File: config.mk
export PLATFORM = sky130hd
export DESIGN_NAME = regfile_mp_sb
export DESIGN_NICKNAME = d
export VERILOG_FILES = /design/src/rtl/rv32i_types.sv /design/src/rtl/regfile_scoreboard.sv /design/src/rtl/regfile_mp_sb.sv
export SDC_FILE = /design/constraint.sdc
export NUM_CORES = 2
export LEC_CHECK = 0
export BUFFER_PORTS_ARGS = -buffer_cell sky130_fd_sc_hd__buf_4
export CORE_MARGIN = 3
export CORE_UTILIZATION = 53
export CTS_BUF_LIST = sky130_fd_sc_hd__clkbuf_4
export DETAILED_ROUTE_END_ITERATION = 10
export PLACE_DENSITY = 0.69
export SLEW_MARGIN = 20
export SYNTH_ARGS = -nofsm -noshare
export SYNTH_HDL_FRONTEND = slang
export SYNTH_SLANG_ARGS = --single-unit
File: constraint.sdc
create_clock -name clk -period 2.99 [get_ports clk]
set_clock_uncertainty 0.05 [all_clocks]
set_input_delay 0.1495 -clock clk [delete_from_list [all_inputs] [get_ports clk]]
set_output_delay 0.1495 -clock clk [all_outputs]
set_load 0.005 [all_outputs]
File: src/rtl/rv32i_types.sv
// Shared integer-pipeline types.
// Holds the default data width and register count, the register-index and
// producer-tag types, and the writeback-port record. The register file
// carries its write ports internally as an array of wb_port_t.
package rv32i_types;

    localparam int XLEN  = 32;
    localparam int NREGS = 32;
    localparam int RW    = $clog2(NREGS);
    localparam int TAG_W = 4;

    typedef logic [RW-1:0]    reg_idx_t;
    typedef logic [TAG_W-1:0] prod_tag_t;

    // One writeback lane: strobe, destination, value and producer tag.
    typedef struct packed {
        logic            en;
        reg_idx_t        s;
        logic [XLEN-1:0] v;
        prod_tag_t       tag;
    } wb_port_t;

endpackage

File: src/rtl/regfile_scoreboard.sv
// Per-register busy/tag scoreboard.
// Tracks, for every architectural register, whether a result is outstanding
// and which producer tag owns it. Next-state priority per register is
// reset > flush > allocate > tag-matching release. Reads are combinational
// and see a same-cycle release but not a same-cycle allocate.
// Ports:
//   clk, rst            clock, synchronous active-high reset
//   rd_s                NRD packed read selects
//   rd_busy, rd_tag     post-writeback busy bit and owner tag per read port
//   wr_en, wr_s, wr_tag writeback lanes (only the release side is used here)
//   alloc_en/_s/_tag    mark one destination as pending with a new owner
//   flush               clear every busy and tag entry
module regfile_scoreboard #(
    parameter int NREGS = 32,
    parameter int NRD   = 2,
    parameter int NWR   = 2,
    parameter int TAG_W = 4,
    parameter int RW    = $clog2(NREGS)
) (
    input  logic                 clk,
    input  logic                 rst,
    input  logic [NRD*RW-1:0]    rd_s,
    output logic [NRD-1:0]       rd_busy,
    output logic [NRD*TAG_W-1:0] rd_tag,
    input  logic [NWR-1:0]       wr_en,
    input  logic [NWR*RW-1:0]    wr_s,
    input  logic [NWR*TAG_W-1:0] wr_tag,
    input  logic                 alloc_en,
    input  logic [RW-1:0]        alloc_s,
    input  logic [TAG_W-1:0]     alloc_tag,
    input  logic                 flush
);

    logic             busy_q [NREGS];
    logic [TAG_W-1:0] tag_q  [NREGS];
    logic             rel    [NREGS];

    genvar gi;
    generate
        for (gi = 0; gi < NREGS; gi++) begin : g_reg
            if (gi == 0) begin : g_x0
                // x0 can never be allocated, so it is never busy.
                assign busy_q[gi] = 1'b0;
                assign tag_q[gi]  = '0;
                assign rel[gi]    = 1'b0;
            end else begin : g_xn
                logic             busy_d;
                logic [TAG_W-1:0] tag_d;
                logic             rel_hit;
                logic             alloc_hit;
                logic             busy_r;
                logic [TAG_W-1:0] tag_r;

                // A write releases the register only if it carries the
                // current owner's tag; stale producers leave it busy.
                always_comb begin
                    rel_hit = 1'b0;
                    for (int p = 0; p < NWR; p++) begin
                        if (wr_en[p] && wr_s[p*RW +: RW] == RW'(gi) &&
                            wr_tag[p*TAG_W +: TAG_W] == tag_r) begin
                            rel_hit = 1'b1;
                        end
                    end
                end

                assign alloc_hit = alloc_en && (alloc_s == RW'(gi));

                always_comb begin
                    busy_d = busy_r;
                    tag_d  = tag_r;
                    if (flush) begin
                        busy_d = 1'b0;
                        tag_d  = '0;
                    end else if (alloc_hit) begin
                        busy_d = 1'b1;
                        tag_d  = alloc_tag;
                    end else if (rel_hit) begin
                        // Tag returns to 0 so a non-busy entry reads tag 0.
                        busy_d = 1'b0;
                        tag_d  = '0;
                    end
                end

                always_ff @(posedge clk) begin
                    if (rst) begin
                        busy_r <= 1'b0;
                        tag_r  <= '0;
                    end else begin
                        busy_r <= busy_d;
                        tag_r  <= tag_d;
                    end
                end

                assign busy_q[gi] = busy_r;
                assign tag_q[gi]  = tag_r;
                assign rel[gi]    = rel_hit;
            end
        end

        for (gi = 0; gi < NRD; gi++) begin : g_rd
            logic [RW-1:0] sel;
            logic          busy_view;

            assign sel       = rd_s[gi*RW +: RW];
            assign busy_view = !rst && (sel != '0) && busy_q[sel] && !rel[sel];

            assign rd_busy[gi]               = busy_view;
            assign rd_tag[gi*TAG_W +: TAG_W] = busy_view ? tag_q[sel] : '0;
        end
    endgenerate

endmodule

File: src/rtl/regfile_mp_sb.sv
// Multi-ported integer register file with integrated scoreboard.
// NRD combinational read ports with same-cycle bypass from all NWR write
// ports (highest write-port index wins), hardwired x0, and a per-register
// busy/tag scoreboard fed by decode (allocate) and writeback (release).
// Ports:
//   clk, rst                    clock, synchronous active-high reset
//   rd_s / rd_v                 read selects and bypassed read data
//   rd_busy / rd_tag            outstanding-producer view per read port
//   wr_en, wr_s, wr_v, wr_tag   writeback lanes
//   alloc_en, alloc_s, alloc_tag destination allocation from issue
//   flush                       clear all busy bits; data is kept
module regfile_mp_sb #(
    parameter int XLEN  = 32,
    parameter int NREGS = 32,
    parameter int NRD   = 2,
    parameter int NWR   = 2,
    parameter int TAG_W = 4
) (
    input  logic                        clk,
    input  logic                        rst,
    input  logic [NRD*$clog2(NREGS)-1:0] rd_s,
    output logic [NRD*XLEN-1:0]         rd_v,
    output logic [NRD-1:0]              rd_busy,
    output logic [NRD*TAG_W-1:0]        rd_tag,
    input  logic [NWR-1:0]              wr_en,
    input  logic [NWR*$clog2(NREGS)-1:0] wr_s,
    input  logic [NWR*XLEN-1:0]         wr_v,
    input  logic [NWR*TAG_W-1:0]        wr_tag,
    input  logic                        alloc_en,
    input  logic [$clog2(NREGS)-1:0]    alloc_s,
    input  logic [TAG_W-1:0]            alloc_tag,
    input  logic                        flush
);

    import rv32i_types::wb_port_t;
    import rv32i_types::reg_idx_t;

    localparam int RW = $clog2(NREGS);

    wb_port_t [NWR-1:0]     wb;
    logic [NWR-1:0]         sb_wr_en;
    logic [NWR*RW-1:0]      sb_wr_s;
    logic [NWR*TAG_W-1:0]   sb_wr_tag;

    logic [XLEN-1:0] data_q [NREGS];
    logic [XLEN-1:0] data_d [NREGS];

    genvar gi;
    generate
        for (gi = 0; gi < NWR; gi++) begin : g_wb
            assign wb[gi] = '{en:  wr_en[gi],
                              s:   wr_s[gi*RW +: RW],
                              v:   wr_v[gi*XLEN +: XLEN],
                              tag: wr_tag[gi*TAG_W +: TAG_W]};
            assign sb_wr_en[gi]                 = wb[gi].en;
            assign sb_wr_s[gi*RW +: RW]         = wb[gi].s;
            assign sb_wr_tag[gi*TAG_W +: TAG_W] = wb[gi].tag;
        end
    endgenerate

    // Ascending port order makes the highest-index writer the last
    // assignment, which gives it priority on a collision.
    always_comb begin
        for (int r = 0; r < NREGS; r++) begin
            data_d[r] = data_q[r];
        end
        for (int p = 0; p < NWR; p++) begin
            if (wb[p].en && wb[p].s != '0) begin
                data_d[wb[p].s] = wb[p].v;
            end
        end
    end

    always_ff @(posedge clk) begin
        for (int r = 0; r < NREGS; r++) begin
            if (rst) begin
                data_q[r] <= '0;
            end else begin
                data_q[r] <= data_d[r];
            end
        end
    end

    generate
        for (gi = 0; gi < NRD; gi++) begin : g_rd
            reg_idx_t        sel;
            logic [XLEN-1:0] val;

            assign sel = rd_s[gi*RW +: RW];

            // Combinational writeback-to-decode bypass.
            always_comb begin
                val = data_q[sel];
                for (int p = 0; p < NWR; p++) begin
                    if (wb[p].en && wb[p].s == sel) begin
                        val = wb[p].v;
                    end
                end
                if (rst || sel == '0) begin
                    val = '0;
                end
            end

            assign rd_v[gi*XLEN +: XLEN] = val;
        end
    endgenerate

    regfile_scoreboard #(
        .NREGS (NREGS),
        .NRD   (NRD),
        .NWR   (NWR),
        .TAG_W (TAG_W),
        .RW    (RW)
    ) u_sb (
        .clk       (clk),
        .rst       (rst),
        .rd_s      (rd_s),
        .rd_busy   (rd_busy),
        .rd_tag    (rd_tag),
        .wr_en     (sb_wr_en),
        .wr_s      (sb_wr_s),
        .wr_tag    (sb_wr_tag),
        .alloc_en  (alloc_en),
        .alloc_s   (alloc_s),
        .alloc_tag (alloc_tag),
        .flush     (flush)
    );

endmodule

# Word level (Yosys, flattened, before mapping)
# Memory sizes are Yosys's and may differ from the RTL's.
# Index checks and enable logic that the tools add are counted.
op_classes:
  muxes: 255
  eq_ne: 159
  n_bitwise: 36
  n_reduce_logical: 212
  magnitude_cmp: 6
op_table:
  columns: ["op", "n"]
  rows:
  - ["1024-bit bitwise mux", 2]
  - ["1024-bit two-way mux", 2]
  - ["32-bit two-way mux", 40]
  - ["32-bit demux with 5-bit select", 2]
  - ["4-bit two-way mux", 68]
  - ["4-bit equality test", 62]
  - ["5-bit equality test (second input constant)", 48]
  - ["1-bit logical AND", 169]
  - ["1-bit two-way mux", 135]
  - ["5-bit by 4-bit equality test with 1-bit output (second input constant)", 24]
  - ["2-bit nonzero test", 31]
  - ["5-bit by 3-bit equality test with 1-bit output (second input constant)", 12]
  - ["4-bit binary-select mux with 5-bit select", 2]
  - ["1-bit OR", 32]
  - ["5-bit by 2-bit equality test with 1-bit output (second input constant)", 6]
  - ["6-bit >= comparator (second input constant)", 4]
  - ["5-bit inverter with 6-bit output", 4]
  - ["1-bit binary-select mux with 5-bit select", 4]
  - ["5-bit equality test", 4]
  - ["5-bit nonzero test", 4]
  - ["5-bit by 1-bit equality test with 1-bit output (second input constant)", 3]
  - ["6-bit by 1-bit less-than comparator with 1-bit output (second input constant)", 2]
  - ["5-bit logical NOT", 2]
  - ["1-bit logical NOT", 3]
  - ["2 further kinds", 3]
word_totals:
  output_inout_bits: 74
  n_memories: 1
  word_cells: 731
  ramBits: 1024
  register_bits: 155
mem_list:
  columns: ["memory", "depth", "width", "read_ports", "rd_clocked_by_memory_dff", "wr", "line", "rtl"]
  rows:
  - ["data_q", 32, 32, 34, 0, 32, "regfile_mp_sb.sv:45", "logic [XLEN-1:0] data_q [NREGS];"]

# Depth between registers and ports, before layout
logic_depth:
  ltp_word: 11
  depth_mapped: 12
  mapped_depth_nobuf: 8

# Cells and area by module
# Synthesis repeated with hierarchy kept, for this count alone.
unflattened:
  hier_cells: 7979
  area_unflattened_um2: 75283.5
by_module_without_submodules:
  columns: ["module", "area_per_inst_um2", "seq_area_each_um2", "cells_per_inst", "instances"]
  rows:
  - ["regfile_mp_sb", 62678.9, 20499.7, 6484, 1]
  - ["regfile_scoreboard", 12604.6, 3103.0, 1495, 1]

# Worst setup path after synthesis
# Ideal clock, no wire load.
synth_timing:
  path_type: "input port to output port"
  start: "input port rd_s[0]"
  end: "output port rd_busy[0]"
  path_slack_ns: 0.296
  path_stages: 10
  required_time_ns: 2.791
  n_path_buf: 6
  arrival_time_ns: 2.495
  path_cell_list: "buf_2 -> buf_4 -> buf_4 -> buf_2 -> buf_2 -> mux4_2 -> o32ai_1 -> a2bb2oi_4 -> inv_2 -> buf_4"
synth_between:
  elab_chain_cells: 6
synth_lines:
  columns: ["element", "line", "rtl"]
  rows:
  - ["start: declaration", "regfile_mp_sb.sv:21", "input logic [NRD*$clog2(NREGS)-1:0] rd_s,"]
  - ["5-bit inverter with 6-bit output (not written as such)", "regfile_scoreboard.sv:105", "assign busy_view = !rst && (sel != '0) && busy_q[sel] && !rel[sel];"]
  - ["1-bit binary-select mux with 5-bit select", "regfile_scoreboard.sv:105", null]
  - ["1-bit two-way mux (not written as such) (2 in series)", "regfile_scoreboard.sv:105", null]
  - ["1-bit logical AND / 1-bit logical NOT (equally long branches)", "regfile_scoreboard.sv:105", null]
  - ["1-bit logical AND *", "regfile_scoreboard.sv:105", null]
  - ["end: declaration", "regfile_mp_sb.sv:23", "output logic [NRD-1:0] rd_busy,"]
# Mark *: on every way between the ends. The rest lies on a longest branch, timed or not. The select of a mux whose other input is x is not followed.

# Final worst setup path
layout_timing:
  start: "register u_sb.g_reg[19].g_xn.tag_r[3]"
  end: "output port rd_tag[2]"
layout_between:
  elab_chain_cells: 10
layout_lines:
  columns: ["element", "line", "rtl"]
  rows:
  - ["start: declaration", "regfile_scoreboard.sv:52", "logic [TAG_W-1:0] tag_r;"]
  - ["start signal: assignment", "regfile_scoreboard.sv:90", "tag_r <= tag_d;"]
  - ["4-bit equality test", "regfile_scoreboard.sv:60", "wr_tag[p*TAG_W +: TAG_W] == tag_r) begin"]
  - ["1-bit logical AND", "regfile_scoreboard.sv:59", "if (wr_en[p] && wr_s[p*RW +: RW] == RW'(gi) &&"]
  - ["1-bit two-way mux", "regfile_scoreboard.sv:59", null]
  - ["1-bit two-way mux *", "regfile_scoreboard.sv:59", null]
  - ["1-bit binary-select mux with 5-bit select *", "regfile_scoreboard.sv:105", null]
  - ["1-bit two-way mux (not written as such) * (2 in series)", "regfile_scoreboard.sv:105", null]
  - ["1-bit logical NOT *", "regfile_scoreboard.sv:105", null]
  - ["1-bit logical AND *", "regfile_scoreboard.sv:105", null]
  - ["4-bit two-way mux *", "regfile_scoreboard.sv:108", "assign rd_tag[gi*TAG_W +: TAG_W] = busy_view ? tag_q[sel] : '0;"]
  - ["end: declaration", "regfile_mp_sb.sv:24", "output logic [NRD*TAG_W-1:0] rd_tag,"]
# Marks and branches as above.

==> results.ini <==
[timing]
fin_crit_ns=4.02
fin_ws_ns=-1.03
slew_headroom_pct=12.8
slew_violations=0
tightest_slew_ns=1.31
fmax_ghz=0.249
rsz0062_at_grt=true
setup_violations=81
hold_violations=0
period_share_pct=134

[grt]
grt_pass1_vias=72100
track_usage_pct=45.0
antenna_found_initial=13
grt_max_degree=193
grt_pass1_wl_mm=486
globalRouteOverflowTotal=0

[floorplanning]
io_pins=181
chipHeight_microns=381
fp-row-count=137
core-area_sq_mm=0.140
die_area_sq_mm=0.145
die_w_microns=381
start_util_pct=53.4

[pwr]
total_power_w=0.0363
pwr-share-seq_pct=44.6
powerDensity_mw_per_mm2=411
p_leak_nw=31.5
power_switching_w=0.0107
vdd_ir_drop_max_mv=0.398
combPwrFrac_pct=14.0
p_sw_share_pct=29.5
intPower_w=0.0256
clkPwrFrac_pct=41.5

[yosys]
synthCells=7861
synth_ff_type=dfxtp_1
synth_cell_type_count=72
yosysSeqAreaShare_pct=31.6
synth_edf_count=0
synth-async-reset-ratio_pct=0
synth-seq-cells=1179
syn_area_per_cell_sq_um=9.49
yosysWarningCount=0
syn_area_sq_mm=0.0746
synth_top_area_share_pct=31.6
synth.area.top_cells=dfxtp_1 32%, mux4_2 22%, mux2i_1 9.2%
syn_nets=7968
yosysTopAreaCell=dfxtp_1

[clock_network]
cts_buffer_depth=4
clk_pin_slew_worst_paths_ns=0.07
clock_latency_ns=1.32
cts_tree=yes
numCtsBuffers=337
cts_sinks=1179
root_buffer=clkbuf_4
h-tree-depth=5

[placement]
place.gp.congestion=1.00
hpwl_mm=181
place_inst=9215
port_buffers=180

[setup_path]
path_max_fanout=5
crit_type=flip-flop to output pin
required_ns=2.79
endpoint_kind=output pin
r2r_cells=8
rrSetupSlack_ns=0.11
cp.arrival_ns=3.82
cp-start-kind=flip-flop

[final_layout]
fin_util_pct=63.3
layout_commonest_cell=nor2_1
multiInputGateArea_sq_mm=0.0477
area_growth_syn_to_layout_pct=18.4
final_cell_mix=1139 x nor2_1, 1022 x dfxtp_1, 733 x mux4_2, 664 x mux2i_1, 635 x nand2_1
final_layout_size_suffix_gt1_share_pct=27.0
fin_cells=10200
register_area_sq_mm=0.0238
finalNetCount=8251
fill_cells=11300

[status]
outcome=complete, but fails checks
violations=setup timing

[worst_hold_path]
min_path_cells=5
hold_class=input pin to flip-flop

[drt]
drt_drc_violations_left=0
drt_first_pass_iters=9
final_antenna_net_count=0
wl_mm=338
via_per_inst=7.29
drtIter0Drc=12700
wl_per_cell_microns=32.9
vias=74700

[flow_run]
cap_viol_max_count=0

per-stage QoR:
stage / hold WS (ns) / worst slack [ns] / instance area, sq um / setup TNS, ns
floorplan: 0.236 / 0.296 / 74600 / 0
global placement: 0.413 / 0.0646 / 78500 / 0
detailed placement: 0.418 / 0.0562 / 78500 / 0
CTS: 0.00328 / -1.11 / 88000 / -45.08
global route: -0.00209 / -1.13 / 88400 / -47.66
finish: 0.0262 / -1.03 / 88400 / -41.17
per-layer routing:
metal	vias to the layer above	GRT usage, %	share of wire (%)
met5	-	0	0.020
met4	10	35.0	9.5
met3	1923	17.0	17
met2	6802	62.6	41
met1	35900	55.9	33
li1	30100	-	-
critical path, cell delays in order, from the launching register on:
cell and delay (ns):
dfxtp_4 0.36, xor2_1 0.17, nor4_2 0.42, a2bb2oi_2 0.10
mux4_2 0.53, or3_1 0.34, nand3_2 0.10, a2bb2oi_4 0.28
nor3_2 0.09, buf_4 0.14
synth_stat cells, drive strengths merged (7+ instances only):
cell type and number:
a311oi 384, nand4 44, nand2 681, nand2b 8, o21ai 65, mux4 733
dfxtp 1179, xnor2 172, nor4 24, and3 7, inv 10, clkbuf 769
and2 8, mux2i 687, nor2 1172, o22a 14, nor3 15, nor2b 42
xor2 96, a21oi 227, buf 299, a211oi 612, nand3 522
flip-flops by register name, indices dropped and copies added, names as in the netlist:
name                cells
u_sb.g.g_xn.tag_r     124
data_q               1024
u_sb.g.g_xn.busy_r     31
cell families after synthesis:
kind of cell    Yosys count  synth area share, %
buf+inv                1079                 5.88
compound gates         1358                 13.5
flops                  1179                 31.6
mux                    1426                 31.4
xor+xnor                268                 3.15
simple gates           2551                 14.5
cell type report:
type | count | share of cell area [%]
timing repair buffer | 1012 | 11.8
clock inverter | 55 | 0.300
tap | 1876 | 2.66
sequential | 1179 | 27.0
clock buffer | 498 | 4.23
multi-input combinational | 5603 | 54.0
inverter | 11 | 0.0581
antenna | 12 | 0.0340
final timing paths:
check,start,to
worst max-delay path,u_sb.g_reg[19].g_xn.tag_r[3],rd_tag[2]
worst min-delay path,wr_v[24],data_q[3][24]
worst max register to register,u_sb.g_reg[29].g_xn.tag_r[2],u_sb.g_reg[29].g_xn.tag_r[3]
worst min register to register,data_q[0][31],data_q[0][31]
repair_timing:
item,4_1_cts,5_1_grt
pin swaps,36,44
resized for setup,227,135
hold endpoints to repair,1179,152
setup buffers,14,10
hold buffers,441,10
setup endpoints to repair,74,96
power by group through the flow:
stage | logic [W] | registers, W | clock network (W)
floorplan | 0.00286 | 0.0164 | 0
detailed placement | 0.00439 | 0.0165 | 0
finish | 0.00507 | 0.0162 | 0.0151
CTS | 0.00485 | 0.0162 | 0.0150
global placement | 0.00435 | 0.0165 | 0
global route | 0.00517 | 0.0162 | 0.0159
Power figures use the tool's default switching activity.
